==> src/rtl/alu_mc_if.sv <==
// alu_mc_if: request/response valid-ready bundle for alu_mc
interface alu_mc_if #(
    parameter int WIDTH = 32,
    parameter int OPW   = 5
);
    logic             in_valid;
    logic             in_ready;
    logic [OPW-1:0]   operation;
    logic [WIDTH-1:0] port_A;
    logic [WIDTH-1:0] port_B;
    logic             out_valid;
    logic             out_ready;
    logic [WIDTH-1:0] data_out;
    logic             illegal;
    modport master (
        output in_valid, operation, port_A, port_B, out_ready,
        input  in_ready, out_valid, data_out, illegal
    );
    modport slave (
        input  in_valid, operation, port_A, port_B, out_ready,
        output in_ready, out_valid, data_out, illegal
    );
endinterface

==> src/rtl/alu_mc.sv <==
// alu_mc: multi-cycle ALU behind a valid/ready handshake; ALU_MC_MULDIV_EN adds iterative MUL/DIV
module alu_mc #(
    parameter int WIDTH = 32,
    parameter int OPW   = 5
) (
    input logic     clk,
    input logic     rst,
    alu_mc_if.slave bus
);
    localparam int SW = $clog2(WIDTH);
`ifdef ALU_MC_MULDIV_EN
    typedef enum logic [1:0] {IDLE, MUL, DIV, DONE} state_t;
`else
    typedef enum logic [0:0] {IDLE, DONE} state_t;
`endif
    state_t           state, n_st;
    logic             valid, ill, n_ill, accept;
    logic [WIDTH-1:0] res, n_res, a, b;
    logic [SW-1:0]    sh;
    assign a             = bus.port_A;
    assign b             = bus.port_B;
    assign sh            = b[SW-1:0];
    assign bus.in_ready  = (state == IDLE) || (state == DONE && bus.out_ready);
    assign accept        = bus.in_valid && bus.in_ready;
    assign bus.out_valid = valid;
    assign bus.data_out  = res;
    assign bus.illegal   = ill;
`ifdef ALU_MC_MULDIV_EN
    localparam logic [WIDTH-1:0] ONES = '1;
    localparam logic [WIDTH-1:0] MINV = {1'b1, {(WIDTH-1){1'b0}}};
    logic [OPW-1:0]   opc;
    logic             sa, sb, neg_a, neg_b, is_hi, dz, ov, nq, nr, sel, ge;
    logic [WIDTH-1:0] ma, mb, hi, lo, d, n_hi, n_lo, df, qv, rv, fin;
    logic [WIDTH:0]   s, t;
    logic [2*WIDTH-1:0] p;
    logic [SW-1:0]    cnt;
    assign opc   = bus.operation;
    assign sa    = opc == OPW'(5) || opc == OPW'(7) || opc == OPW'(8) || opc == OPW'(9);
    assign sb    = opc == OPW'(5) || opc == OPW'(8) || opc == OPW'(9);
    assign is_hi = opc == OPW'(5) || opc == OPW'(6) || opc == OPW'(7) || opc == OPW'(9) || opc == OPW'(18);
    assign neg_a = sa & a[WIDTH-1];
    assign neg_b = sb & b[WIDTH-1];
    assign ma    = neg_a ? -a : a;
    assign mb    = neg_b ? -b : b;
    assign dz    = b == '0;
    assign ov    = sb && a == MINV && b == ONES;
    // hi/lo/d are shared: shift-add product register or restoring remainder/quotient pair
    always_comb begin
        s    = {1'b0, hi} + (lo[0] ? {1'b0, d} : '0);
        t    = {hi, lo[WIDTH-1]};
        ge   = t >= {1'b0, d};
        df   = t[WIDTH-1:0] - d;
        n_hi = state == MUL ? s[WIDTH:1] : ge ? df : t[WIDTH-1:0];
        n_lo = state == MUL ? {s[0], lo[WIDTH-1:1]} : {lo[WIDTH-2:0], ge};
        p    = nq ? -{n_hi, n_lo} : {n_hi, n_lo};
        qv   = nq ? -n_lo : n_lo;
        rv   = nr ? -n_hi : n_hi;
        fin  = state == MUL ? (sel ? p[2*WIDTH-1:WIDTH] : p[WIDTH-1:0]) : sel ? rv : qv;
    end
`endif
    always_comb begin
        n_res = '0;
        n_ill = 1'b0;
        n_st  = DONE;
        case (int'(bus.operation))
            1:       n_res = a + b;
            2, 11:   n_res = ~a;
            3:       n_res = a - b;
            10:      n_res = a & b;
            12:      n_res = a | b;
            13:      n_res = a ^ b;
            14:      n_res = a << sh;
            15:      n_res = a >> sh;
            16:      n_res = $signed(a) >>> sh;
            24:      n_res = b;
`ifdef ALU_MC_MULDIV_EN
            4, 5, 6, 7: n_st = MUL;
            8, 9, 17, 18: begin
                n_st  = (dz || ov) ? DONE : DIV;
                n_res = dz ? (is_hi ? a : ONES) : ov ? (is_hi ? '0 : a) : '0;
            end
`endif
            default: n_ill = 1'b1;
        endcase
    end
    always_ff @(posedge clk or negedge rst) begin
        if (!rst) begin
            state <= IDLE;
            valid <= 1'b0;
            ill   <= 1'b0;
            res   <= '0;
`ifdef ALU_MC_MULDIV_EN
            cnt   <= '0;
            hi    <= '0;
            lo    <= '0;
            d     <= '0;
            nq    <= 1'b0;
            nr    <= 1'b0;
            sel   <= 1'b0;
`endif
        end else if (accept) begin
            state <= n_st;
            valid <= n_st == DONE;
            ill   <= n_ill;
            res   <= n_res;
`ifdef ALU_MC_MULDIV_EN
            cnt   <= '0;
            hi    <= '0;
            lo    <= ma;
            d     <= mb;
            nq    <= neg_a ^ neg_b;
            nr    <= neg_a;
            sel   <= is_hi;
`endif
        end else if (state == DONE) begin
            if (bus.out_ready) begin
                state <= IDLE;
                valid <= 1'b0;
            end
        end
`ifdef ALU_MC_MULDIV_EN
        else if (state == MUL || state == DIV) begin
            hi  <= n_hi;
            lo  <= n_lo;
            cnt <= cnt + 1'b1;
            if (cnt == SW'(WIDTH - 1)) begin
                state <= DONE;
                valid <= 1'b1;
                res   <= fin;
            end
        end
`endif
    end
endmodule
==> src/flat_wrapper.sv <==
// flat-port wrapper written by rule: the top's interface ports become plain ports
module alu_mc_flat 
#(
    parameter int WIDTH = 32,
    parameter int OPW   = 5
)
  (clk, rst, bus_in_valid, bus_operation, bus_port_A, bus_port_B, bus_out_ready, bus_in_ready, bus_out_valid, bus_data_out, bus_illegal);
  alu_mc_if #(.WIDTH(WIDTH), .OPW(OPW)) bus_i ();
  input logic clk;
  input logic rst;
  input wire logic [$bits(bus_i.in_valid)-1:0] bus_in_valid;
  input wire logic [$bits(bus_i.operation)-1:0] bus_operation;
  input wire logic [$bits(bus_i.port_A)-1:0] bus_port_A;
  input wire logic [$bits(bus_i.port_B)-1:0] bus_port_B;
  input wire logic [$bits(bus_i.out_ready)-1:0] bus_out_ready;
  output wire logic [$bits(bus_i.in_ready)-1:0] bus_in_ready;
  output wire logic [$bits(bus_i.out_valid)-1:0] bus_out_valid;
  output wire logic [$bits(bus_i.data_out)-1:0] bus_data_out;
  output wire logic [$bits(bus_i.illegal)-1:0] bus_illegal;
  assign bus_i.in_valid = bus_in_valid;
  assign bus_i.operation = bus_operation;
  assign bus_i.port_A = bus_port_A;
  assign bus_i.port_B = bus_port_B;
  assign bus_i.out_ready = bus_out_ready;
  assign bus_in_ready = bus_i.in_ready;
  assign bus_out_valid = bus_i.out_valid;
  assign bus_data_out = bus_i.data_out;
  assign bus_illegal = bus_i.illegal;
  alu_mc #(.WIDTH(WIDTH), .OPW(OPW)) u_core (.clk(clk), .rst(rst), .bus(bus_i));
endmodule
==> config.mk <==
export PLATFORM = sky130hd
export DESIGN_NAME = alu_mc_flat
export DESIGN_NICKNAME = d
export VERILOG_FILES = /design/src/rtl/alu_mc_if.sv /design/src/rtl/alu_mc.sv /design/src/flat_wrapper.sv
export SDC_FILE = /design/constraint.sdc
export NUM_CORES = 1
export LEC_CHECK = 0
export ABC_AREA = 1
export ABC_CLOCK_PERIOD_IN_PS = 1300
export CAP_MARGIN = 20
export CORE_MARGIN = 3
export CORE_UTILIZATION = 50
export CTS_BUF_LIST = sky130_fd_sc_hd__clkbuf_8
export DETAILED_ROUTE_END_ITERATION = 16
export HOLD_SLACK_MARGIN = 0.12
export PLACE_DENSITY = 0.78
export SYNTH_ARGS = -nofsm -noshare
export SYNTH_HDL_FRONTEND = slang
export SYNTH_SLANG_ARGS = --single-unit
==> constraint.sdc <==
create_clock -name clk -period 1.3 [get_ports clk]
set_input_delay 0.13 -clock clk [delete_from_list [all_inputs] [get_ports clk]]
set_output_delay 0.13 -clock clk [all_outputs]
set_load 0.02 [all_outputs]
==> flow_summary.json, run 1 <==
{
  "status": "aborted with a tool error",
  "stop_stage": "global routing",
  "stop_error": "[ERROR GRT-0232] Routing congestion too high. Check the congestion heatmap in the GUI.",
  "grt-ovfl-total": 23,
  "placed_cell_area_um2": 14500,
  "avgSynthCellArea_um2": 5.14,
  "cts_buffers": 5,
  "grt_usage": 0.783,
  "syn_inst": 2040,
  "cts.htree.levels": 2,
  "synth_warnings": 0,
  "cts_root_buffer": "clkbuf_8",
  "io_buffers": 107,
  "grt_max_degree": 73,
  "cts.sinks": 35,
  "clock_path_buffers": 2,
  "place_ws_ps": -2310,
  "std_cell_rows": 52,
  "seq_area_frac_synth": 0.0836,
  "gp_congestion": 1.09,
  "worst-ep-kind": "register input",
  "start_util": 0.513,
  "worst_endpoint": "u_core.bus.data_out[31]$_DFFE_PN0P_/D",
  "dp_hpwl_mm": 42.7,
  "die_y_um": 151,
  "ys.flop_type": "dfrtp_1",
  "ys_seq_elements": 35,
  "hold_buffers": 0,
  "syn-num-nets": 2211,
  "ys_types": 42,
  "pin_count": 108,
  "synth_edf_count": 0,
  "async_reset_ff_frac": 1.00,
  "die_x_um": 151,
  "synth_area_um2": 10500
}
repair_timing:
action                                  4_1_cts
hold endpoints to repair                      0
cloned                                        2
endpoints found under the setup margin       68
pin swaps                                   178
resized for setup                           569
buffers inserted                             74
cells in the mapped netlist (2+ instances only):
master	number	area, um^2
nand4_1	19	119
buf_1	16	60.1
o221ai_1	3	26.3
nor2_4	3	33.8
nor4_1	4	25.0
a21boi_0	2	15.0
buf_4	8	60.1
a211oi_1	3	22.5
clkbuf_1	22	82.6
dfrtp_1	35	876
o211ai_1	15	113
inv_2	8	30.0
xor2_1	30	263
o22ai_1	6	37.5
ha_1	97	1210
o21ai_0	94	470
buf_2	33	165
a31oi_1	4	25.0
clkinv_1	2	7.51
nand3_1	362	1810
nand3b_1	7	52.6
inv_1	234	878
a21oi_1	43	215
nand2_1	798	3000
o2111ai_1	2	17.5
and2_1	9	56.3
nor2_1	139	522
nor2_2	4	25.0
or2_2	4	25.0
o21bai_1	3	22.5
nor3_1	20	100
per-stage QoR:
stage	cells	TNS, ps
3_3_place_gp	2694	-63110
3_5_place_dp	2694	-64880
4_1_cts	2776	-33260
2_1_floorplan	2040	-38150
logic make-up after synthesis:
family | after synthesis | share of synthesized area
flops | 35 | 0.0836
simple gates | 1373 | 0.555
fa+ha+maj | 98 | 0.118
buf+inv | 326 | 0.125
compound gates | 178 | 0.0941
xor+xnor | 30 | 0.0251
per-layer routing:
layer | overflow | track usage
met5 | 0 | 0.550
met4 | 5 | 0.706
met3 | 2 | 0.681
met2 | 15 | 0.899
met1 | 1 | 0.800
==> inputs of run 2 (changes only) <==
- ABC_CLOCK_PERIOD_IN_PS: 1300 -> 1700
- CORE_UTILIZATION: 50 -> 35
- CTS_BUF_LIST: sky130_fd_sc_hd__clkbuf_8 -> default
- HOLD_SLACK_MARGIN: 0.12 -> default
- PLACE_DENSITY: 0.78 -> default
- PLACE_DENSITY_LB_ADDON: default -> 0.15
- clock period: 1.3 -> 1.7 ns (I/O delays scaled with it)
==> flow_summary.json, run 2 <==
{
  "final_cell_mix": "680 x nand2_1, 388 x buf_4, 315 x nand3_1",
  "cp.arrival_ps": 2920,
  "ant_nets": 0,
  "netlist.area_leader.share": 0.286,
  "diodes": 0,
  "hold_buffers": 0,
  "r2r-start": "u_core.state",
  "seq_area_frac_synth": 0.0836,
  "synth_area_um2": 10500,
  "skew_ps": 11.4,
  "rsz0062_at_grt": "yes",
  "die_area_um2": 32100,
  "worst-path-max-fanout": 4,
  "area_growth_syn_to_layout_pct": 63.9,
  "crit_chain": "buf_8 -> buf_6 -> nor2_8 -> nand2_4 -> nor2_4 -> inv_2 -> nor2_4 -> buf_6 -> a31oi_4 -> xor2_1 -> inv_1 -> ha_4 -> nand2_4 -> buf_6 -> nor2_4 -> and2_4 -> nand2_4 -> nand3_2 -> nand2_1 -> nor2_2 -> nor2_1 -> nand2_1 -> nand2_1 -> nand2_1",
  "drv_slew": 0,
  "ff2ff_path_depth": 6,
  "yosysMostFrequentCell": "nand2_1",
  "largest_reg_flops": 32,
  "fmax_mhz": 372,
  "num_vias": 15646,
  "grt_usage": 0.346,
  "avgSynthCellArea_um2": 5.14,
  "ys_top_cells_by_count": "798 x nand2_1, 362 x nand3_1, 234 x inv_1",
  "cts_tree": "built",
  "std_cell_rows": 62,
  "p_leak_nw": 9.20,
  "hold_viol": 0,
  "cts.sinks": 35,
  "crit_family": "simple AND/OR/NAND/NOR gates",
  "grt_first_pass_wirelength_mm": 83.8,
  "drive_gt1_frac": 0.342,
  "crit_type": "in -> reg",
  "fin_nets": 2681,
  "gp_congestion": 1.02,
  "vias_per_cell": 5.40,
  "crit_top_cell": "nand2_1",
  "violations": "negative setup slack",
  "pin_count": 108,
  "start_util": 0.360,
  "dr.pass1.iters": 6,
  "syn-num-nets": 2211,
  "final_common_cell": "nand2_1",
  "clock_path_buffers": 2,
  "yosysTopAreaCell": "nand2_1",
  "fin_ws_ps": -989,
  "die_x_um": 179,
  "cts.clk_slew.worst_paths_ps": 70,
  "period_minus_slack_ps": 2690,
  "die_y_um": 179,
  "post-route-period-util": 1.58,
  "cp_slowest_stage_delay_ps": 310,
  "hold-worst-slack_ps": 321,
  "ir_worst_vdd_uv": 373,
  "dp_hpwl_mm": 44.5,
  "cts.htree.levels": 2,
  "endpoint_kind": "register",
  "cp.required_ps": 1930,
  "grt_max_degree": 73,
  "antenna_found_initial": 0,
  "ys_seq_elements": 35,
  "core_area_um2": 29100,
  "cpMaxStageDelayCell": "ha_4",
  "cts_root_buffer": "clkbuf_16",
  "ff2ff_setup_slack_ps": 150,
  "io_buffers": 107,
  "min_path_type": "in -> async",
  "synth_edf_count": 0,
  "finalPower_w": 0.00706,
  "drt_iter0_markers": 1792,
  "maxSlewHeadroom": 0.622,
  "synth_warnings": 0,
  "r2r-end": "u_core.bus.data_out[8]",
  "async_reset_ff_frac": 1.00,
  "setup.worst_path.start_class": "primary input",
  "wl_per_cell_um": 20.0,
  "drc": 0,
  "ys_types": 42,
  "clkLatencyLatePin_ps": 300,
  "synth_area_leaders": "nand2_1 29%, nand3_1 17%, ha_1 12%",
  "syn_inst": 2040,
  "critical_path_buf_inv_count": 6,
  "drt_wl_total_mm": 57.9,
  "cellPowerDensity_nw_per_um2": 411,
  "setup_viol": 32,
  "grt-ovfl-total": 0,
  "cap_violations": 0,
  "tightest_slew_ps": 567,
  "ys.flop_type": "dfrtp_1",
  "status": "finished, violations left",
  "cts_buffers": 5,
  "grt_pass1_vias": 14557
}
-- run 2: cell counts after synthesis --
No cell type changed its count.
-- run 2: power breakdown --
| part | internal (W) | total [W] | switching (W) |
|---|---|---|---|
| logic | 0.00212 | 0.00502 | 0.00290 |
| registers | 0.000947 | 0.00107 | 0.000121 |
| clock network | 0.000543 | 0.000969 | 0.000426 |
| total | 0.00361 | 0.00706 | 0.00345 |
-- run 2: worst max-delay path by stage --
| stage | cells past startpoint | to | from | slack, ps |
|---|---|---|---|---|
| after global routing | 23 | u_core.bus.data_out[30] | bus_port_B[13] | -1110 |
| after CTS | 23 | u_core.bus.data_out[29] | bus_port_B[1] | -920 |
| after floorplan | 25 | u_core.bus.data_out[24] | bus_port_B[1] | -1110 |
| final | 24 | u_core.bus.data_out[17] | bus_port_B[3] | -990 |
| after detailed placement | 23 | u_core.bus.data_out[17] | bus_operation[4] | -1890 |
| after global placement | 23 | u_core.bus.data_out[27] | bus_port_B[0] | -1900 |
-- run 2: timing repair --
action | CTS | global route
gates cloned | 0 | 1
pin swaps | 148 | 170
setup endpoints to repair | 33 | 34
gates resized for setup | 374 | 265
buffers inserted | 51 | 38
-- run 2: logic make-up (layout without fill, tap and decap cells) --
logic type | after synthesis | in the layout | synth area share
adders and majority gates | 98 | 98 | 0.118
and+or+nand+nor | 1373 | 1373 | 0.555
xor gates and xnor gates | 30 | 30 | 0.0251
DFF | 35 | 35 | 0.0836
buffers and inverters | 326 | 797 | 0.125
AOI/OAI and AO/OA | 178 | 178 | 0.0941
-- run 2: routing by layer --
layer  track usage  up-vias  wire [um]
li1              -     7508          -
met1         0.461     7186      23900
met2         0.530      784      25000
met3        0.0606      168       5300
met4         0.183        0       3690
met5             0        -          0
-- run 2: area by class of cell --
class / instances / area [um^2]
inverter: 245 / 978
tap: 384 / 480
timing repair buffer: 544 / 4650
fill: 2857 / 11900
clock buffer: 6 / 129
clock inverter: 2 / 12.5
multi-input combinational: 1679 / 10100
sequential: 35 / 876
-- run 2: per-stage QoR --
stage               std cells  setup TNS [ps]  cell area (um^2)   util  setup WS [ps]
floorplan                2040          -27020             10600      -          -1110
global placement         2808          -53030             14600  0.501          -1900
detailed placement       2808          -53690             14600  0.501          -1890
CTS                      2859          -23110             16000  0.552           -918
global route             2895          -29430             17200  0.590          -1110
finish                   2895          -25240             17200  0.590           -989
Note: power is estimated with default switching activity, not from simulation.
==> edit, RTL diff (flow settings as in run 2) <==
`WIDTH` is set to 32 in 3 places; all go to 16.
--- a/src/rtl/alu_mc_if.sv
+++ b/src/rtl/alu_mc_if.sv
@@ -2,3 +2,3 @@
 interface alu_mc_if #(
-    parameter int WIDTH = 32,
+    parameter int WIDTH = 16,
     parameter int OPW   = 5
--- a/src/rtl/alu_mc.sv
+++ b/src/rtl/alu_mc.sv
@@ -2,3 +2,3 @@
 module alu_mc #(
-    parameter int WIDTH = 32,
+    parameter int WIDTH = 16,
     parameter int OPW   = 5
--- a/src/flat_wrapper.sv
+++ b/src/flat_wrapper.sv
@@ -3,3 +3,3 @@
 #(
-    parameter int WIDTH = 32,
+    parameter int WIDTH = 16,
     parameter int OPW   = 5
Interface: changed (resized bus_data_out, bus_port_A and bus_port_B); port bits go from 108 to 60. The function was not compared with the original's and may differ.
==> edit against run 2 <==
  * The run still ends with negative setup slack left
  * Setup slack improved by 410 ps
  * Wire length shrank 67%
  * Total power shrank 58%
  * First-iteration DRC count shrank 70%
  * Cell area shrank 58%
  * Non-clock buffer count is 319 lower
  * Sequential cell count decreased by 16
  * Area after synthesis decreased by 55%
  * Largest cell class unchanged
  * Largest power group unchanged
  * Highest routed layer unchanged
==> edit: results (changes against run 2) <==
Run status
  • Status: complete, but fails checks
  • Violated checks: negative setup slack

Routing
  • WL met3: 1320 um (-75%)
  • WL met2: 8730 um (-65%)
  • Final wirelength: 19100 um (-67%)
  • Wl on met1: 8520 um (-64%)
  • Via count: 6366 (-59%)
  • Pre-Repair DR Iteration Count: 5 (-1)
  • Initial drt markers: 532 (-70%)
  • WL/cell: 15.1 um (-25%)

Critical path
  • Worst Path Max Fanout: 4 (unchanged)
  • Crit path DAT: 2420 ps (-500 ps)
  • Worst r2r dst: u_core.bus.data_out[0]$_DFFE_PN0P_
  • CP startpoint: bus_port_B[1]
  • Reg2reg setup slack: 590 ps (+440 ps)

Global routing
  • Initial antenna violation count: 0 (unchanged)
  • Vias in the first global route: 5819 (-60%)
  • First-pass GRT wire length: 30100 um (-64%)
  • GR Util met3: 0.0214 (-0.0392)
  • Largest net degree at the start of global routing: 38 (-48%)
  • M1 GR Usage: 0.356 (-0.105)
  • GR Util met2: 0.427 (-0.103)

Finish
  • Final #Nets: 1187 (-56%)
  • Ant diodes: 0 (unchanged)
  • Layout cell share with drive strength beyond 1: 0.268 (-0.0732)
  • Max reg flops: 16 (-50%)
  • Fillers: 1331 (-53%)

Power
  • Pleak: 0.00398 uW (-57%)
  • Sequential power: 546 uW (-49%)
  • Max VDD drop: 0.434 mV (+16%)
  • Clock Power Share: 0.160 (+0.023)

Placed design
  • Detailed Place HPWL: 15800 um (-65%)
  • GPL Wtd Cong: 0.939 (-8.2%)
  • # port buffers: 59 (-45%)
  • Area post-placement: 6670 um2 (-54%)
  • Placed Cells: 1251 (-55%)
  • Pre-CTS worst setup slack: -1450 ps (+446 ps)

Synth
  • Syn Nets: 986 (-55%)
  • Seq/Total Area, Yosys: 0.101 (+0.0174)
  • Syn Inst Count: 895 (-56%)
  • Post-synthesis mux area share: 0 (unchanged)
  • Post-synth top cells: nand2_1 (360), nand3_1 (123), inv_1 (86)
  • Post-synth EDFFs: 0 (unchanged)
  • XOR/XNOR share of the synthesized area: 0.0260 (+0.000975)
  • Top cells by area, synth: nand2_1 (29%), nand3_1 (13%), ha_1 (13%)
  • Post-synthesis compound-gate area fraction: 0.0936 (-0.000522)

STA
  • Clock Skew: 2.60 ps (-8.78 ps)
  • Final setup vio count: 15 (-53%)
  • Final worst setup slack: -582 ps (+407 ps)
  • Setup TNS: -6940 ps (+18310 ps)
  • Worst rel slew slack: 0.708 (+0.0858)

Clocking
  • Htree depth: 1 (-1)
  • Reg clk slew, reported paths: 50 ps (-20 ps)
  • Post-CTS Resized: 94 (-75%)
  • Worst skew pair latency: 250 ps (-50 ps)
  • Post-CTS setup buffer count: 8 (-84%)
-- edit: final cells by class --
cell class | count | area, um2 | share of cell area
Timing Repair Buffer | 225 | 1920 | 0.266
Multi-Input combinational cell | 748 | 4140 | 0.572
Clock buffer | 4 | 78.8 | 0.0109
Inverter | 99 | 402 | 0.0555
Tap cell | 172 | 215 | 0.0297
Sequential cell | 19 | 475 | 0.0657
-- edit: worst min path at each step --
stage	endpoint	slack (ps)	cells past startpoint
6_report	u_core.bus.illegal$_DFFE_PN0P_	260	2
5_1_grt	u_core.bus.data_out[9]$_DFFE_PN0P_	280	2
4_1_cts	u_core.bus.data_out[11]$_DFFE_PN0P_	270	2
3_5_place_dp	u_core.bus.out_valid$_DFFE_PN0P_	460	2
3_3_place_gp	u_core.bus.data_out[9]$_DFFE_PN0P_	460	2
2_1_floorplan	u_core.bus.data_out[0]$_DFFE_PN0P_	-130	0
